**src/rtl/pio_arb_pkg.sv**
```systemverilog
// pio_arb_pkg: shared FSM state encoding and Avalon-MM constants for the PIO write arbiter.
// Revision: 1.0
`default_nettype none

package pio_arb_pkg;

    typedef logic [1:0] pio_state_t;

    localparam pio_state_t ST_IDLE  = 2'd0;
    localparam pio_state_t ST_WRITE = 2'd1;
    localparam pio_state_t ST_READ  = 2'd2;
    localparam pio_state_t ST_DONE  = 2'd3;

    localparam logic [1:0] PIO_REG_ADDR = 2'd0;
    localparam int         AVM_DATA_W   = 32;
    localparam int         ERR_COUNT_W  = 8;

endpackage

`default_nettype wire

```
**src/rtl/pio_write_arbiter_if.sv**
```systemverilog
// pio_write_arbiter_if: requester handshake plus Avalon-MM master bus toward the PIO slave.
// Revision: 1.0
`default_nettype none

interface pio_write_arbiter_if
    import pio_arb_pkg::*;
#(
    parameter int NUM_REQ = 4,
    parameter int DATA_W  = 27
);
    logic [NUM_REQ-1:0]        req;
    logic [NUM_REQ*DATA_W-1:0] req_data;
    logic [NUM_REQ-1:0]        grant;
    logic                      done;
    logic                      err;
    logic [ERR_COUNT_W-1:0]    err_count;
    logic [1:0]                avm_address;
    logic                      avm_chipselect;
    logic                      avm_write_n;
    logic [AVM_DATA_W-1:0]     avm_writedata;
    logic [AVM_DATA_W-1:0]     avm_readdata;

    // Arbiter side: owns the Avalon master signals and the grant/done returns.
    modport master (
        input  req, req_data, avm_readdata,
        output grant, done, err, err_count,
               avm_address, avm_chipselect, avm_write_n, avm_writedata
    );

    // Environment side: requesters and the PIO slave.
    modport slave (
        output req, req_data, avm_readdata,
        input  grant, done, err, err_count,
               avm_address, avm_chipselect, avm_write_n, avm_writedata
    );
endinterface

`default_nettype wire

```
**src/rtl/pio_write_arbiter_rr_arbiter.sv**
```systemverilog
// rr_arbiter: combinational round-robin pick, search starts just after the last winner.
// Revision: 1.0
`default_nettype none

module rr_arbiter #(
    parameter int NUM_REQ = 4,
    parameter int IDX_W   = $clog2(NUM_REQ)
) (
    input  logic [NUM_REQ-1:0] req_i,
    input  logic [IDX_W-1:0]   last_winner_i,
    output logic [NUM_REQ-1:0] winner_o,
    output logic [IDX_W-1:0]   winner_idx_o,
    output logic               valid_o
);

    logic [IDX_W-1:0] cand_idx;

    // Scan from lowest to highest priority so the nearest requester overwrites the rest.
    always_comb begin
        cand_idx     = '0;
        winner_idx_o = '0;
        valid_o      = 1'b0;
        for (int k = NUM_REQ; k >= 1; k--) begin
            cand_idx = IDX_W'((int'(last_winner_i) + k) % NUM_REQ);
            if (req_i[cand_idx]) begin
                winner_idx_o = cand_idx;
                valid_o      = 1'b1;
            end
        end
    end

    always_comb begin
        winner_o = '0;
        if (valid_o) begin
            winner_o[winner_idx_o] = 1'b1;
        end
    end

endmodule

`default_nettype wire

```
**src/rtl/pio_write_arbiter.sv**
```systemverilog
// pio_write_arbiter: round-robin arbitration of PIO register writes onto an Avalon-MM master.
// Optional readback compare enabled by PIO_WRITE_ARBITER_READBACK_EN. Revision: 1.0
`default_nettype none

module pio_write_arbiter
    import pio_arb_pkg::*;
#(
    parameter int NUM_REQ = 4,
    parameter int DATA_W  = 27
) (
    input logic                 clk,
    input logic                 reset_n,
    pio_write_arbiter_if.master bus
);

    localparam int               IDX_W      = $clog2(NUM_REQ);
    localparam logic [IDX_W-1:0] LAST_RESET = IDX_W'(NUM_REQ - 1);

    pio_state_t         state_q;
    pio_state_t         state_d;
    logic [IDX_W-1:0]   last_winner_q;
    logic [IDX_W-1:0]   winner_idx_q;
    logic [DATA_W-1:0]  data_q;

    logic [NUM_REQ-1:0] arb_winner;
    logic [IDX_W-1:0]   arb_idx;
    logic               arb_valid;
    logic [DATA_W-1:0]  sel_data;

    rr_arbiter #(
        .NUM_REQ (NUM_REQ),
        .IDX_W   (IDX_W)
    ) u_rr_arbiter (
        .req_i         (bus.req),
        .last_winner_i (last_winner_q),
        .winner_o      (arb_winner),
        .winner_idx_o  (arb_idx),
        .valid_o       (arb_valid)
    );

    assign sel_data = bus.req_data[arb_idx*DATA_W +: DATA_W];

    always_comb begin
        state_d = state_q;
        case (state_q)
            ST_IDLE:  if (arb_valid) state_d = ST_WRITE;
`ifdef PIO_WRITE_ARBITER_READBACK_EN
            ST_WRITE: state_d = ST_READ;
            ST_READ:  state_d = ST_DONE;
`else
            ST_WRITE: state_d = ST_DONE;
`endif
            ST_DONE:  state_d = ST_IDLE;
            default:  state_d = ST_IDLE;
        endcase
    end

    // Winner and its data are captured at the IDLE sample; later req changes are ignored.
    always_ff @(posedge clk or negedge reset_n) begin
        if (!reset_n) begin
            state_q       <= ST_IDLE;
            last_winner_q <= LAST_RESET;
            winner_idx_q  <= '0;
            data_q        <= '0;
        end else begin
            state_q <= state_d;
            if (state_q == ST_IDLE && arb_valid) begin
                winner_idx_q <= arb_idx;
                data_q       <= sel_data;
            end
            if (state_q == ST_WRITE) begin
                last_winner_q <= winner_idx_q;
            end
        end
    end

`ifdef PIO_WRITE_ARBITER_READBACK_EN
    logic                   mismatch_q;
    logic [ERR_COUNT_W-1:0] err_count_q;

    always_ff @(posedge clk or negedge reset_n) begin
        if (!reset_n) begin
            mismatch_q  <= 1'b0;
            err_count_q <= '0;
        end else begin
            if (state_q == ST_READ) begin
                mismatch_q <= (bus.avm_readdata[DATA_W-1:0] != data_q);
            end
            if (state_q == ST_DONE && mismatch_q && err_count_q != '1) begin
                err_count_q <= err_count_q + 1'b1;
            end
        end
    end

    assign bus.err       = (state_q == ST_DONE) && mismatch_q;
    assign bus.err_count = err_count_q;
`else
    assign bus.err       = 1'b0;
    assign bus.err_count = '0;
`endif

    // Readdata bits above DATA_W (and all of it without readback) are intentionally ignored.
    logic unused_readdata;
    assign unused_readdata = ^bus.avm_readdata;

    always_comb begin
        bus.grant = '0;
        if (state_q == ST_WRITE) begin
            bus.grant[winner_idx_q] = 1'b1;
        end
    end

    always_comb begin
        bus.avm_writedata             = '0;
        bus.avm_writedata[DATA_W-1:0] = data_q;
    end

    assign bus.done           = (state_q == ST_DONE);
    assign bus.avm_address    = PIO_REG_ADDR;
    assign bus.avm_chipselect = (state_q == ST_WRITE) || (state_q == ST_READ);
    assign bus.avm_write_n    = (state_q != ST_WRITE);

endmodule

`default_nettype wire

```
**src/flat_wrapper.sv**
```systemverilog
// flat-port wrapper written by rule: the top's interface ports become plain ports
module pio_write_arbiter_flat import pio_arb_pkg::*;
#(
    parameter int NUM_REQ = 4,
    parameter int DATA_W  = 27
)
  (clk, reset_n, bus_req, bus_req_data, bus_avm_readdata, bus_grant, bus_done, bus_err, bus_err_count, bus_avm_address, bus_avm_chipselect, bus_avm_write_n, bus_avm_writedata);
  pio_write_arbiter_if #(.NUM_REQ(NUM_REQ), .DATA_W(DATA_W)) bus_i ();
  input logic clk;
  input logic reset_n;
  input wire logic [$bits(bus_i.req)-1:0] bus_req;
  input wire logic [$bits(bus_i.req_data)-1:0] bus_req_data;
  input wire logic [$bits(bus_i.avm_readdata)-1:0] bus_avm_readdata;
  output wire logic [$bits(bus_i.grant)-1:0] bus_grant;
  output wire logic [$bits(bus_i.done)-1:0] bus_done;
  output wire logic [$bits(bus_i.err)-1:0] bus_err;
  output wire logic [$bits(bus_i.err_count)-1:0] bus_err_count;
  output wire logic [$bits(bus_i.avm_address)-1:0] bus_avm_address;
  output wire logic [$bits(bus_i.avm_chipselect)-1:0] bus_avm_chipselect;
  output wire logic [$bits(bus_i.avm_write_n)-1:0] bus_avm_write_n;
  output wire logic [$bits(bus_i.avm_writedata)-1:0] bus_avm_writedata;
  assign bus_i.req = bus_req;
  assign bus_i.req_data = bus_req_data;
  assign bus_i.avm_readdata = bus_avm_readdata;
  assign bus_grant = bus_i.grant;
  assign bus_done = bus_i.done;
  assign bus_err = bus_i.err;
  assign bus_err_count = bus_i.err_count;
  assign bus_avm_address = bus_i.avm_address;
  assign bus_avm_chipselect = bus_i.avm_chipselect;
  assign bus_avm_write_n = bus_i.avm_write_n;
  assign bus_avm_writedata = bus_i.avm_writedata;
  pio_write_arbiter #(.NUM_REQ(NUM_REQ), .DATA_W(DATA_W)) u_core (.clk(clk), .reset_n(reset_n), .bus(bus_i));
endmodule
```
**config.mk**
```make
export PLATFORM = sky130hd
export DESIGN_NAME = pio_write_arbiter_flat
export DESIGN_NICKNAME = d
export VERILOG_FILES = /design/src/rtl/pio_arb_pkg.sv /design/src/rtl/pio_write_arbiter_if.sv /design/src/rtl/pio_write_arbiter_rr_arbiter.sv /design/src/rtl/pio_write_arbiter.sv /design/src/flat_wrapper.sv
export SDC_FILE = /design/constraint.sdc
export NUM_CORES = 1
export LEC_CHECK = 0
export CAP_MARGIN = 20
export CORE_UTILIZATION = 33
export DETAILED_ROUTE_END_ITERATION = 7
export PLACE_DENSITY = 0.89
export SLEW_MARGIN = 20
export SYNTH_ARGS = -nofsm -noshare
export SYNTH_HDL_FRONTEND = slang
export SYNTH_SLANG_ARGS = --single-unit
```
**constraint.sdc**
```tcl
create_clock -name clk -period 2.2 [get_ports clk]
set_input_delay 0.44 -clock clk [delete_from_list [all_inputs] [get_ports clk]]
set_output_delay 0.44 -clock clk [all_outputs]
set_load 0.05 [all_outputs]
```
==> impl_metrics.yaml, run 1 <==
outcome:
  status: "completed"
grt:
  overflow: 0
  globalRouteTotalUtil: 0.193
  grt_pass1_wl_mm: 11.1
  antenna_found_initial: 0
  grt_max_degree: 34
  grt_pass1_vias: 2288
cts:
  cts.sinks: 33
  insertion_delay_ns: 0.29
  cts-root-buf: "clkbuf_8"
  cts_tree: "yes"
  cts_buffers: 5
  ctsLongestPathBuffers: 2
  clk_pin_slew_ns: 0.08
  postCtsSetupBuffers: 0
  htreeDepth: 2
hold_path:
  min_path_type: "in2async"
setup_path:
  cp_slowest_cell: "clkdlybuf4s50_1"
  cpPeakStageDelay_ns: 0.79
  path_delay_family: "buffers and inverters"
  crit_chain: "ha_1 > clkdlybuf4s50_1"
  crit_path_end_kind: "primary output"
  crit_fanout: 4
  worst_ep_arrival_time_ns: 1.64
  startpoint_type: "flop"
  r2r-start: "u_core.last_winner_q[1]"
  crit_type: "reg2out"
  r2r-end: "u_core.data_q[24]"
  worstPathBufferInverterCount: 1
  r2r_slack_ns: 0.31
  critPathRequiredTime_ns: 1.76
  reg2reg_depth: 6
finish:
  finalNetCount: 513
  fin_util: 0.577
  drive_gt1_frac: 0.118
  final_cell_area_um2: 3940
  diodes: 0
  mostFrequentLayoutCell: "clkdlybuf4s50_1"
  stdcell_count: 461
  layout_common_cells: "clkdlybuf4s50_1 (140), mux2i_1 (54), nand2_1 (35)"
  area_growth_pct: 68.9
routing:
  first_pass_iters: 4
  post_drt_wl_per_cell_um: 14.8
  drc_errors: 0
  routed_wl_mm: 6.82
  vias: 2227
  drtIter0Drc: 67
  ant_nets: 0
  routed_via_density: 4.83
floorplanning:
  die_w_um: 86.1
  fp-row-count: 30
  ioPinCount: 196
  core_um2: 6830
  start_util: 0.342
  die_h_um: 86.1
  dieArea_um2: 7410
yosys:
  yosys_register_bits: 33
  yosys_warnings: 0
  synth_xor_area_frac: 0
  synth_top_family_by_area: "multiplexers"
  syn_area_um2: 2330
  syn_avg_cell_area_um2: 10.9
  syn_inst: 215
  muxShareOfSynthArea: 0.241
  synthAdderAreaFrac: 0.0161
  synth.distinct_cells: 33
  synth-simple-area-share: 0.108
  ys_seq_area_frac: 0.355
  synth_compound_area_frac: 0.143
sta:
  period_minus_slack_ns: 2.08
  skew_ns: 0.0111
  period_share: 0.947
  finalHoldViolations: 0
  rsz0062_at_grt: "false"
  slew_viol_final: 0
  slew_headroom: 0.484
  setup_viol: 0
  worst_pin_slew_ns: 0.775
  max_freq_mhz: 480
  setup_ws_ns: 0.117
power:
  leakagePower_uw: 0.00176
  design_power_total_uw: 5250
  power_density_nw_per_um2: 1330
  ir_drop_uv: 782
placement:
  numPortBuffers: 147
  placed_cells: 453
  dp_slack_ns: -0.159
  place_congestion: 0.704
  dpl.hpwl_mm: 5.18
  dpl_cell_area_um2: 3860
job:
  cap_violations: 0
cells in the mapped netlist (all sizes together):
library cell | n | area share
a21oi | 2 | 0.0043
and2 | 1 | 0.0038
and3 | 1 | 0.0027
and3b | 1 | 0.0038
buf | 29 | 0.13
clkbuf | 1 | 0.0016
conb | 1 | 0.0016
dfrtp | 31 | 0.33
dfstp | 2 | 0.023
ha | 3 | 0.016
inv | 4 | 0.0064
mux2 | 2 | 0.0096
mux2i | 54 | 0.23
nand2 | 37 | 0.064
nand2b | 2 | 0.0054
nand3 | 2 | 0.0043
nor2 | 1 | 0.0016
nor2b | 2 | 0.0054
nor3 | 2 | 0.0043
nor3b | 1 | 0.0032
o211ai | 1 | 0.0032
o21ai | 4 | 0.0086
o221ai | 27 | 0.12
o31ai | 1 | 0.0091
or2 | 2 | 0.0054
or4 | 1 | 0.0048
cells by family after synthesis:
logic type                 Yosys count
buffers and inverters               34
AOI/OAI and AO/OA                   35
other                                1
muxes                               56
and+or+nand+nor                     53
adders and majority gates            3
DFF                                 33
stage by stage:
stage | hold WS [ns] | setup TNS (ns)
after global placement | 0.468 | -1.94
after CTS | 0.253 | 0
after floorplan | 0.144 | 0
after global routing | 0.293 | 0
final | 0.226 | 0
after detailed placement | 0.473 | -3.20
worst register-to-register path, delay by kind of cell (launching register included):
family | cells | cell delay [ns]
mux | 1 | 0.33
simple gates | 1 | 0.13
buf+inv | 1 | 0.26
flops | 1 | 0.59
compound gates | 3 | 0.47
routing by layer:
layer,track usage,up-vias,part of all wire
li1,-,1054,-
met1,0.220,1059,0.39
met2,0.352,107,0.51
met3,0.0491,7,0.083
met4,0.0606,0,0.013
met5,0,-,0
worst max-delay path by stage:
stage | from | endpoint | slack [ns] | cells after the start
floorplan | u_core.state_q[1] | bus_grant[2] | 0.08 | 4
CTS | u_core.state_q[0] | bus_done | 0.1 | 2
global placement | bus_req[3] | u_core.data_q[15] | -0.11 | 7
detailed placement | bus_req[3] | u_core.data_q[24] | -0.16 | 7
global route | u_core.state_q[0] | bus_done | 0.04 | 2
finish | u_core.state_q[0] | bus_done | 0.12 | 2
sequential cells by signal, summed over array words and instances (netlist names):
register and cells:
u_core.winner_idx_q 2, u_core.data_q 27, u_core.last_winner_q 2, u_core.state_q 2
final cells by class:
class	count	area, um2
Timing Repair Buffer	157	1630
Fill cell	618	2890
Multi-Input combinational cell	163	1270
Tap cell	96	120
Inverter	4	15.0
Sequential cell	33	828
Clock buffer	6	72.6
Clock inverter	2	10.0
report_power, final:
group / internal [uW] / total [uW] / leakage (uW) / switching, uW
Clock: 219 / 452 / 0.0000450 / 233
Sequential: 929 / 1130 / 0.000403 / 197
Combinational: 1480 / 3680 / 0.00131 / 2200
Total: 2630 / 5250 / 0.00176 / 2620
repair_timing:
item	in CTS	in global routing
gates resized for setup	0	1
setup endpoints to repair	0	1
hold buffers	0	0
Note: power is estimated with default switching activity, not from simulation.
==> run 2, diff against run 1 <==
--- a/config.mk
+++ b/config.mk
@@ -8,8 +8,10 @@
 export CAP_MARGIN = 20
 export CORE_UTILIZATION = 33
 export DETAILED_ROUTE_END_ITERATION = 7
-export PLACE_DENSITY = 0.89
+export PLACE_DENSITY = 0.81
+export SETUP_SLACK_MARGIN = 0.4
 export SLEW_MARGIN = 20
 export SYNTH_ARGS = -nofsm -noshare
 export SYNTH_HDL_FRONTEND = slang
 export SYNTH_SLANG_ARGS = --single-unit
+export TNS_END_PERCENT = 10
==> run 2 against run 1 <==
- first-iteration DRC count decreased by 21%
- non-clock buffer count increased by 26
- critical path depth increased by 6
- flip-flop and latch count unchanged
- utilization increased by 8.7 points
- hold slack improved by 0.0068 ns
- combinational power increased by 28%
- clock-buffer cell count increased by 2
- cell count increased by 5.6%
- total power increased by 20%
- cell area increased by 15%
- wire length increased by 15%
- critical endpoint is now u_core.data_q[21]
- largest cell class unchanged
- largest power group unchanged
==> impl_metrics.yaml, run 2 (synthesis results as in run 1) <==
outcome:
  status: "completed"
finish:
  largest_register_ffs: 27
  stdcell_count: 487
  area_growth_pct: 94.4
  top_register: "u_core.data_q"
  finalNetCount: 539
  layout_common_cells: "clkdlybuf4s50_1 (134), mux2i_1 (47), nand2_1 (35)"
  diodes: 0
  drive_gt1_frac: 0.210
  mostFrequentLayoutCell: "clkdlybuf4s50_1"
placement:
  place_congestion: 0.758
  dp_slack_ns: -0.128
  numPortBuffers: 147
  dpl.hpwl_mm: 5.08
  placed_cells: 456
grt:
  globalRouteTotalUtil: 0.213
  antenna_found_initial: 0
  grt_pass1_vias: 2404
  grt_pass1_wl_mm: 12.0
  overflow: 0
  grt_max_degree: 34
setup_path:
  worst_ep_arrival_time_ns: 2.07
  cpPeakStageDelay_ns: 0.60
  crit_fanout: 8
  cp_slowest_cell: "dfstp_2"
  crit_top_cell: "buf_12"
  crit_chain: "nand2b_4 > a21oi_2 > o221ai_4 > buf_12 > buf_12 > buf_16 > mux2i_1 > o221ai_1"
  crit_type: "reg2reg"
  startpoint_type: "flop"
  crit_path_end_kind: "flop"
  critPathRequiredTime_ns: 2.34
cts:
  cts.sinks: 33
  cts-root-buf: "clkbuf_8"
  holdBufCountCts: 0
  htreeDepth: 2
  cts_tree: "yes"
  ctsLongestPathBuffers: 2
  cts_buffers: 5
  clk_pin_slew_ns: 0.07
  insertion_delay_ns: 0.28
power:
  ir_drop_uv: 724
  power_density_nw_per_um2: 1390
  leakagePower_uw: 0.00203
routing:
  routed_wl_mm: 7.81
  vias: 2345
  drc_errors: 0
  drtIter0Drc: 53
  routed_via_density: 4.82
  post_drt_wl_per_cell_um: 16.0
  ant_nets: 0
  first_pass_iters: 4
floorplanning:
  core_um2: 6830
  die_h_um: 86.1
  ioPinCount: 196
  die_w_um: 86.1
  fp-row-count: 30
  start_util: 0.342
  dieArea_um2: 7410
sta:
  setup_viol: 0
  skew_ns: 0.00531
  worst_pin_slew_ns: 0.766
  period_minus_slack_ns: 1.93
  holdWs_ns: 0.232
  setup_ws_ns: 0.273
  slew_headroom: 0.490
  max_freq_mhz: 519
  finalHoldViolations: 0
  slew_viol_final: 0
  period_share: 0.876
  rsz0062_at_grt: "true"
hold_path:
  min_path_type: "in2async"
job:
  cap_violations: 0
[run 2: changes by cell type in the layout (fill, tap and decap cells not counted), moves of 3 or more]
cell and change:
clkdlybuf4s50_1 -6, buf_16 +6, mux2i_1 -7, buf_12 +5
dlygate4sd2_1 +6, mux2i_2 +3, mux2i_4 +4, buf_4 +10
[run 2: what timing repair did]
action | in CTS | in global routing
setup endpoints to repair | 59 | 60
pin swaps | 6 | 4
setup buffers | 12 | 2
gates cloned | 7 | 2
resized for setup | 23 | 9
[run 2: final timing paths]
check / startpoint / endpoint / slack (ns) / depth (start not counted)
hold / removal: reset_n / u_core.data_q[26] / 0.23 / 1
min in group clk: u_core.data_q[19] / u_core.data_q[19] / 0.49 / 2
setup / recovery: u_core.last_winner_q[1] / u_core.data_q[21] / 0.27 / 8
setup reg to reg: u_core.last_winner_q[1] / u_core.data_q[21] / 0.27 / 8
max in group asynchronous: reset_n / u_core.data_q[9] / 1.49 / 1
hold reg to reg: u_core.data_q[19] / u_core.data_q[19] / 0.49 / 2
[run 2: layout make-up]
type                            count  area, um2
Fill cell                         548       2290
Timing Repair Buffer              183       2090
Multi-Input combinational cell    163       1400
Sequential cell                    33        828
Tap cell                           96        120
Clock buffer                        8       90.1
Inverter                            4       18.8
[run 2: layer usage]
metal | vias up | global-route usage | part of all wire
li1 | 1115 | - | -
met1 | 1120 | 0.245 | 0.40
met2 | 104 | 0.387 | 0.52
met3 | 6 | 0.0616 | 0.072
met4 | 0 | 0.0530 | 0.0090
met5 | - | 0 | 0
[run 2: critical path: cells and delay by family (launching register included)]
family	cells	cell delay (ns)
multiplexers	1	0.22
AO/OA/AOI/OAI	3	0.42
buffers and inverters	3	0.42
flip-flops	1	0.60
AND/OR/NAND/NOR	1	0.15
[run 2: where the power goes]
part / switching (uW) / internal (uW) / leakage (uW)
clock: 218 / 255 / 0.0000455
combinational: 2470 / 2240 / 0.00158
sequential: 221 / 929 / 0.000403
total: 2910 / 3420 / 0.00203
[run 2: stage by stage]
stage,utilization,instance area [um2],setup TNS (ns),power (uW)
detailed placement,0.572,3910,-2.39,4930
global placement,0.572,3910,-1.84,4860
floorplan,-,2430,0,3820
CTS,0.647,4420,0,6190
finish,0.664,4540,0,6330
global route,0.664,4540,0,6650
